[config.mk]
export PLATFORM = sky130hd
export DESIGN_NAME = seg_scan_mux
export DESIGN_NICKNAME = d
export VERILOG_FILES = /design/src/rtl/seg_scan_mux_pkg.sv /design/src/rtl/seg_scan_phase_cnt.sv /design/src/rtl/seg_scan_mux.sv
export SDC_FILE = /design/constraint.sdc
export NUM_CORES = 1
export LEC_CHECK = 0
export BUFFER_PORTS_ARGS = -buffer_cell sky130_fd_sc_hd__buf_2
export CAP_MARGIN = 20
export CORE_UTILIZATION = 49
export DETAILED_ROUTE_END_ITERATION = 8
export PLACE_DENSITY = 0.76
export SYNTH_ARGS = -nofsm -noshare
export SYNTH_HDL_FRONTEND = slang
export SYNTH_SLANG_ARGS = --single-unit
[constraint.sdc]
create_clock -name clk -period 2 [get_ports clk]
set_clock_uncertainty 0.15 [all_clocks]
set_input_delay 0.4 -clock clk [delete_from_list [all_inputs] [get_ports clk]]
set_output_delay 0.4 -clock clk [all_outputs]
set_load 0.03 [all_outputs]
[src/rtl/seg_scan_mux_pkg.sv]
// seg_scan_mux_pkg: shared constants and types for the 7-segment scanner.
//   - default ON / GUARD phase lengths
//   - scan FSM state encoding
//   - anode-off level (common-anode, active-low enables)
package seg_scan_mux_pkg;

    localparam int DEF_ON_CYCLES    = 50000;
    localparam int DEF_GUARD_CYCLES = 500;

    typedef enum logic {
        ST_GUARD = 1'b0,
        ST_ON    = 1'b1
    } scan_state_e;

    // One anode bit in its "off" level; replicate to NUM_DIGITS for all-off.
    localparam logic AN_OFF = 1'b1;

endpackage

[src/rtl/seg_scan_phase_cnt.sv]
// seg_scan_phase_cnt: terminal-count counter for the scanner phases.
//   clk, rst : clock, synchronous active-high reset (clears the count)
//   limit    : terminal value (phase length - 1), may change every cycle
//   cnt      : current count, 0..limit
//   tc       : high while cnt == limit; the counter clears on that edge
module seg_scan_phase_cnt #(
    parameter int CNT_W = 16
) (
    input  logic             clk,
    input  logic             rst,
    input  logic [CNT_W-1:0] limit,
    output logic [CNT_W-1:0] cnt,
    output logic             tc
);

    assign tc = (cnt == limit);

    always_ff @(posedge clk) begin
        if (rst || tc)
            cnt <= '0;
        else
            cnt <= cnt + CNT_W'(1);
    end

endmodule

[src/rtl/seg_scan_mux.sv]
// seg_scan_mux: time-multiplexed scanner for a common-anode 7-segment display.
// Each digit gets GUARD_CYCLES with all anodes off (bin already showing the
// digit) followed by ON_CYCLES with its anode driven. The displayed value is
// snapshotted during digit 0's guard so a frame never mixes two values.
//   clk, rst   : clock, synchronous active-high reset
//   value      : 4*NUM_DIGITS, digit 0 = value[3:0] (rightmost)
//   blank      : per-digit forced blank (1 = anode held off)
//   bin        : nibble of the scanned digit, to the segment decoder
//   an_n       : active-low anode enables, at most one low
//   digit_idx  : digit being scanned
//   frame_done : one-cycle pulse after the last digit's ON phase
// Optional: define SEG_LEADING_ZERO_BLANK_EN to auto-blank leading zeros
// (digit k>=1 is dark when shadow nibbles k..NUM_DIGITS-1 are all zero).
module seg_scan_mux
    import seg_scan_mux_pkg::*;
#(
    parameter  int NUM_DIGITS   = 4,
    parameter  int ON_CYCLES    = DEF_ON_CYCLES,
    parameter  int GUARD_CYCLES = DEF_GUARD_CYCLES,
    parameter  int CNT_W        = 16,
    localparam int DW           = $clog2(NUM_DIGITS)
) (
    input  logic                    clk,
    input  logic                    rst,
    input  logic [4*NUM_DIGITS-1:0] value,
    input  logic [NUM_DIGITS-1:0]   blank,
    output logic [3:0]              bin,
    output logic [NUM_DIGITS-1:0]   an_n,
    output logic [DW-1:0]           digit_idx,
    output logic                    frame_done
);

    localparam logic [CNT_W-1:0] GUARD_LIM = CNT_W'(GUARD_CYCLES - 1);
    localparam logic [CNT_W-1:0] ON_LIM    = CNT_W'(ON_CYCLES - 1);
    localparam logic [DW-1:0]    LAST_IDX  = DW'(NUM_DIGITS - 1);

    scan_state_e             state;
    logic [4*NUM_DIGITS-1:0] shadow;
    logic [CNT_W-1:0]        limit;
    logic [CNT_W-1:0]        cnt;
    logic                    tc;
    logic [NUM_DIGITS-1:0]   lz_blank;

    assign limit = (state == ST_GUARD) ? GUARD_LIM : ON_LIM;

    seg_scan_phase_cnt #(.CNT_W(CNT_W)) u_phase (
        .clk   (clk),
        .rst   (rst),
        .limit (limit),
        .cnt   (cnt),
        .tc    (tc)
    );

    always_ff @(posedge clk) begin
        if (rst) begin
            state      <= ST_GUARD;
            digit_idx  <= '0;
            shadow     <= '0;
            frame_done <= 1'b0;
        end else begin
            frame_done <= 1'b0;
            // Held open for all of digit 0's guard, so the last sample wins.
            if (state == ST_GUARD && digit_idx == '0)
                shadow <= value;
            if (tc) begin
                case (state)
                    ST_GUARD: state <= ST_ON;
                    ST_ON: begin
                        state      <= ST_GUARD;
                        // Explicit wrap keeps non-power-of-2 counts in range.
                        digit_idx  <= (digit_idx == LAST_IDX) ? '0 : digit_idx + DW'(1);
                        frame_done <= (digit_idx == LAST_IDX);
                    end
                    default: state <= ST_GUARD;
                endcase
            end
        end
    end

`ifdef SEG_LEADING_ZERO_BLANK_EN
    logic lz_run;

    // Walk down from the top digit; a digit is dark while everything at and
    // above it is zero. Digit 0 is never included.
    always_comb begin
        lz_run   = 1'b1;
        lz_blank = '0;
        for (int k = NUM_DIGITS - 1; k >= 1; k--) begin
            lz_run      = lz_run & (shadow[4*k +: 4] == 4'h0);
            lz_blank[k] = lz_run;
        end
    end
`else
    assign lz_blank = '0;
`endif

    always_comb begin
        bin  = '0;
        an_n = {NUM_DIGITS{AN_OFF}};
        for (int k = 0; k < NUM_DIGITS; k++) begin
            if (digit_idx == DW'(k)) begin
                bin = shadow[4*k +: 4];
                if (state == ST_ON && !blank[k] && !lz_blank[k])
                    an_n[k] = ~AN_OFF;
            end
        end
    end

endmodule

# [Word-level counts from Yosys, hierarchy flattened]
# Index checks and enable logic that the tools add are counted.
[word_totals] reg_bits=36 latch_bits=0 ram_bits=0 mem_bits_ro=0 in_bits=22 output_inout_bits=11 word_cells=41 mem_count=0
[classes] addsub=2 multipliers=0 div=0 n_lt_le_gt_ge=0 n_eq_ne=4 shifts=0 mux=15 bitwise_logic=2 reduce_logical=13
[ops] op="$add A16 B1 Y16 const B" n=1
[ops] op="$eq A16 B16 Y1" n=1
[ops] op="$mux W16" n=1
[ops] op="$mux W4" n=4
[ops] op="$mux W1" n=8
[ops] op="$logic_and A1 B1 Y1" n=5
[ops] op="$eq A2 B2 Y1 const B" n=2
[ops] op="$logic_not A1 Y1" n=4
[ops] op="$reduce_or A3 Y1" n=1
[ops] op="$add A2 B1 Y2 const B" n=1
[ops] op="$eq A2 B1 Y1 const B" n=1
[ops] op="$logic_not A2 Y1" n=1
[ops] op="$mux W2" n=1
[ops] op="$not A1 Y1" n=2
[ops] op="$pmux W1 S2" n=1
[ops] op="$reduce_and A2 Y1" n=1
[ops] op="$logic_or A1 B1 Y1" n=1

# [Longest topological paths before layout]
[logic_depth] ltp_word=5 ltp_mapped=7 ltp_nobuf=6

# [By module]
# Synthesis repeated with hierarchy kept, for this count alone.
[hier_totals] cells_unflattened=220 hier_area_um2=1944.4
[modules_own_cells] mod="seg_scan_mux" instances=1 cells_each=119 area_per_inst_um2=1043.5 seq_area_each_um2=400.4
[modules_own_cells] mod="seg_scan_phase_cnt" instances=1 cells_each=101 area_per_inst_um2=900.9 seq_area_each_um2=320.3

# [Least setup slack after synthesis]
# No wires, ideal clock.
[synth_timing] kind="flip-flop to output port" start="register digit_idx[1]" end="output port bin[0]" arrival_time_ns=1.940 required_ns=1.450 path_slack_ns=-0.490 path_stages_with_launch=7 n_path_buf=0 path_cell_list="dfxtp_1 -> inv_1 -> ha_1 -> nand3b_1 -> a21oi_1 -> a21oi_1 -> o21ai_0"
[synth_via] elab_chain_cells=5 elab_cells_between_ends=8 cone_classes="3 x eq/ne; 4 x mux; 1 x reduce/logical"
[synth_lines] element="from (decl)" line="seg_scan_mux.sv:29" text="output logic [DW-1:0] digit_idx,"
[synth_lines] element="from (signal assigned)" line="seg_scan_mux.sv:71" text="digit_idx <= (digit_idx == LAST_IDX) ? '0 : digit_idx + DW'(1);"
[synth_lines] element="$logic_not A2 Y1" line="seg_scan_mux.sv:101" text="if (digit_idx == DW'(k)) begin"
[synth_lines] element="$mux W4 (3 in a row)" line="seg_scan_mux.sv:101"
[synth_lines] element="$mux W4 *" line="seg_scan_mux.sv:101"
[synth_lines] element="to (decl)" line="seg_scan_mux.sv:27" text="output logic [3:0] bin,"
# Every way passes the cells marked *; elsewhere a longest branch is shown, timed or not.

# [Final worst setup path]
[layout_timing] start="register digit_idx[1]" end="output port bin[3]"
# The elaborated chain is that of the path after synthesis.

==> summary.md <==
| Metric | Value |
|---|---|
| Layout cells sized above 1 | `about a third` |
| Max layer used | `met4` |
| Ant. Diodes | `0` |
| CP Capture Type | `output pin` |
| Vias per cell | `between 5 and 6` |
| Synth Register Bits | `36` |
| RSZ-0062 raised after global routing | `yes` |
| Via count | `1624` |
| Rel. slew slack | `about two thirds` |
| PD cells | `roughly 700 mW/mm^2` |
| Die Wd | `about 62 um` |
| CORE AREA | `0.00336 sq mm` |
| Filler cells | `286` |
| Peak supply drop | `about 0.53 mV` |
| CTS root buf | `clkbuf_4` |
| Post-synth top area cell | `dfxtp_1` |
| Crit path DAT | `between 1500 and 2000 ps` |
| WL met2 | `between 2000 and 2500 um` |
| Top-area cell type share of the netlist area | `approximately 41%` |
| Final antenna-violating net count | `0` |
| Worst Hold Slack | `~130 ps` |
| Final Hold Fails | `0` |
| Crit path max fanout | `6` |
| Worst-Skew Late Latency | `roughly 340 ps` |
| Initial core utilization | `between 50% and 60%` |
| Post-synthesis sequential area ratio | `around two fifths` |
| Initial antenna violation count | `0` |
| 1st-iter DRT viols | `90` |
| Final setup TNS | `-539 ps` |
| Die area | `approximately 0.0038 sq mm` |
| GP Congestion | `around 0.86` |
| Worst hold stages | `3` |
| Top Ports | `33` |
| Row cnt | `21` |
| CTS H-tree depth | `2` |
| Finished Cell Area | `around 0.0023 sq mm` |
| Worst slew pin tran | `523 ps` |
| Hold WC Path Type | `in2reg` |
| First-pass GRT wire length | `6400 um` |
| Type of origin of the critical path | `register` |
| WP data required | `~1500 ps` |
| Die H | `61.6 um` |
| IO buf count | `32` |
| Worst R2R Path Depth | `6` |
| CP Class | `reg2out` |
| Mapped Nets | `roughly 240` |
| Hpwl dp | `roughly 2900 um` |
| Tmin final | `about 2100 ps` |
| Post-DP Area | `0.00203 sq mm` |
| Area contributors post-synth | `dfxtp_1, nand2_1, a21oi_1` |
| Pleak | `approximately 0.93 nW` |
| Post-Route WL | `4090 um` |
| Largest net degree at the start of global routing | `17` |
| DRC | `0` |
| Num CTS Buffers | `5` |
| Reg clk slew, reported paths | `about 120 ps` |
| TritonCTS clock tree | `done` |
| GRT overflow | `0` |
| Mapped Area | `between 0.0015 and 0.002 sq mm` |
| Vias in the first global route | `~1500` |
| Slew Viols, Final | `0` |
| M1 wire length | `between 1500 and 2000 um` |
| Synth-to-Final Area Change | `31.4%` |
| Finish-stage setup viols | `5` |
| Setup ws final | `-146 ps` |
| NumNets Final | `~290` |
| Gr usage total | `around a quarter` |
| Post-synth cell types | `34` |
| WL/cell | `between 10 and 15 um` |
| Failing checks | `negative setup slack` |
| Clock Tree Buf Depth | `2` |
| Fmax | `about 470 MHz` |
| Yosys Warn Count | `0` |
| Maxcap violations | `0` |
| Synth Area per Inst | `approximately 8 sq um` |
| Status | `finished, violations left` |
| Routed wl met3 | `123 um` |
| First-pass DRT Iterations | `4` |
| Cells after synthesis | `about 210` |
| Num Clock Sinks | `36` |
| Post-route clock period utilization | `107%` |
-- metal layers --
metal / track usage [%] / up-vias
met4: 10.5 / 0
li1: - / 828
met2: 41.0 / 28
met1: 27.5 / 763
met3: 6.09 / 5
met5: 0 / -
-- cell type report --
cell class              instances  area [sq um]  area share, %
repair buffers                 48           314           13.7
clock buffers                   5          37.5           1.64
flip-flops and latches         36           726           31.7
multi-input cells             163          1040           45.4
inverters                       6          25.0           1.09
well taps                      46          57.6           2.51
clock inverters                 3          90.1           3.93
-- critical path: stages (launching register included) --
cell and delay (ps):
dfxtp_2 340, inv_2 90, ha_4 170, buf_6 130, nand2_4 50, a21oi_2 140
a21oi_2 50, o21ai_2 140, buf_6 140
-- kinds of logic after synthesis --
family / share of synthesized area (%)
AND/OR/NAND/NOR: 31.1
AO/OA/AOI/OAI: 12.4
flip-flops: 41.3
buffers and inverters: 4.09
XOR/XNOR: 6.03
adder cells (fa/ha/maj): 3.59
multiplexers: 1.44
-- registers in the layout (all words and copies together), names as in the netlist --
register	count
state	1
u_phase.cnt	16
shadow	16
frame_done	1
digit_idx	2
-- power by group --
group / switching, mW / internal (mW)
combinational: 0.0561 / 0.0574
clock: 0.245 / 0.515
sequential: 0.0152 / 0.738
total: 0.316 / 1.31
-- cells in the final DEF (no fill, tap or decap), types with 2 or more instances in the layout --
master | Yosys | final
a21oi_1 | 27 | 23
a21oi_2 | 0 | 4
a31o_2 | 2 | 2
and2_1 | 2 | 2
and3_1 | 2 | 2
buf_2 | 0 | 26
buf_4 | 0 | 17
buf_6 | 2 | 5
bufinv_16 | 0 | 3
clkbuf_4 | 0 | 5
dfxtp_1 | 36 | 34
ha_4 | 0 | 3
inv_1 | 6 | 4
nand2_1 | 46 | 44
nand2b_1 | 2 | 2
nand3_1 | 9 | 9
nand3b_1 | 7 | 7
nand4_1 | 3 | 3
nor2_1 | 16 | 16
nor3_1 | 4 | 4
nor4_1 | 3 | 3
nor4b_1 | 3 | 3
o21ai_2 | 0 | 4
or3_1 | 2 | 2
or3b_2 | 2 | 2
xnor2_1 | 9 | 9
xor2_1 | 3 | 3
-- cell usage after synthesis --
master / instances
nand2_1: 46
dfxtp_1: 36
a21oi_1: 27
nor2_1: 16
nand3_1: 9
xnor2_1: 9
clkbuf_1: 7
nand3b_1: 7
inv_1: 6
ha_1: 5
o21ai_0: 5
nor3_1: 4
nand4_1: 3
nor4_1: 3
nor4b_1: 3
xor2_1: 3
a31o_2: 2
and2_1: 2
and3_1: 2
buf_6: 2
nand2b_1: 2
or3_1: 2
or3b_2: 2
and2b_2: 1
and4_1: 1
mux2_4: 1
mux2i_1: 1
nand4_2: 1
nor4_2: 1
o2bb2ai_1: 1
o31ai_4: 1
o41ai_1: 1
or2_2: 1
or4_4: 1
-- final timing paths --
| kind | startpoint | endpoint | slack, ps |
|---|---|---|---|
| hold reg to reg | shadow[12]$_SDFFE_PP0P_ | shadow[12]$_SDFFE_PP0P_ | 310 |
| setup reg to reg | u_phase.cnt[1]$_SDFF_PP0_ | u_phase.cnt[6]$_SDFF_PP0_ | 90 |
| setup / recovery | digit_idx[1]$_SDFFE_PP0P_ | bin[3] | -150 |
| hold / removal | value[12] | shadow[12]$_SDFFE_PP0P_ | 130 |
-- per-stage QoR --
step	cells	utilization, %	setup slack [ps]	power [mW]
floorplan	214	-	4.22	0.829
global placement	297	60.5	82.9	0.871
detailed placement	297	60.5	43.0	0.873
CTS	307	67.2	-134	1.63
global route	307	68.1	-246	1.69
finish	307	68.1	-146	1.63
-- repair_timing --
| action | CTS | global route |
|---|---|---|
| endpoints found under the setup margin | 6 | 22 |
| buffers inserted | 2 | 0 |
| pin swaps | 6 | 6 |
| hold buffers | 0 | 0 |
| resized for setup | 25 | 8 |
No activity file was read; power rests on OpenSTA's default activity.
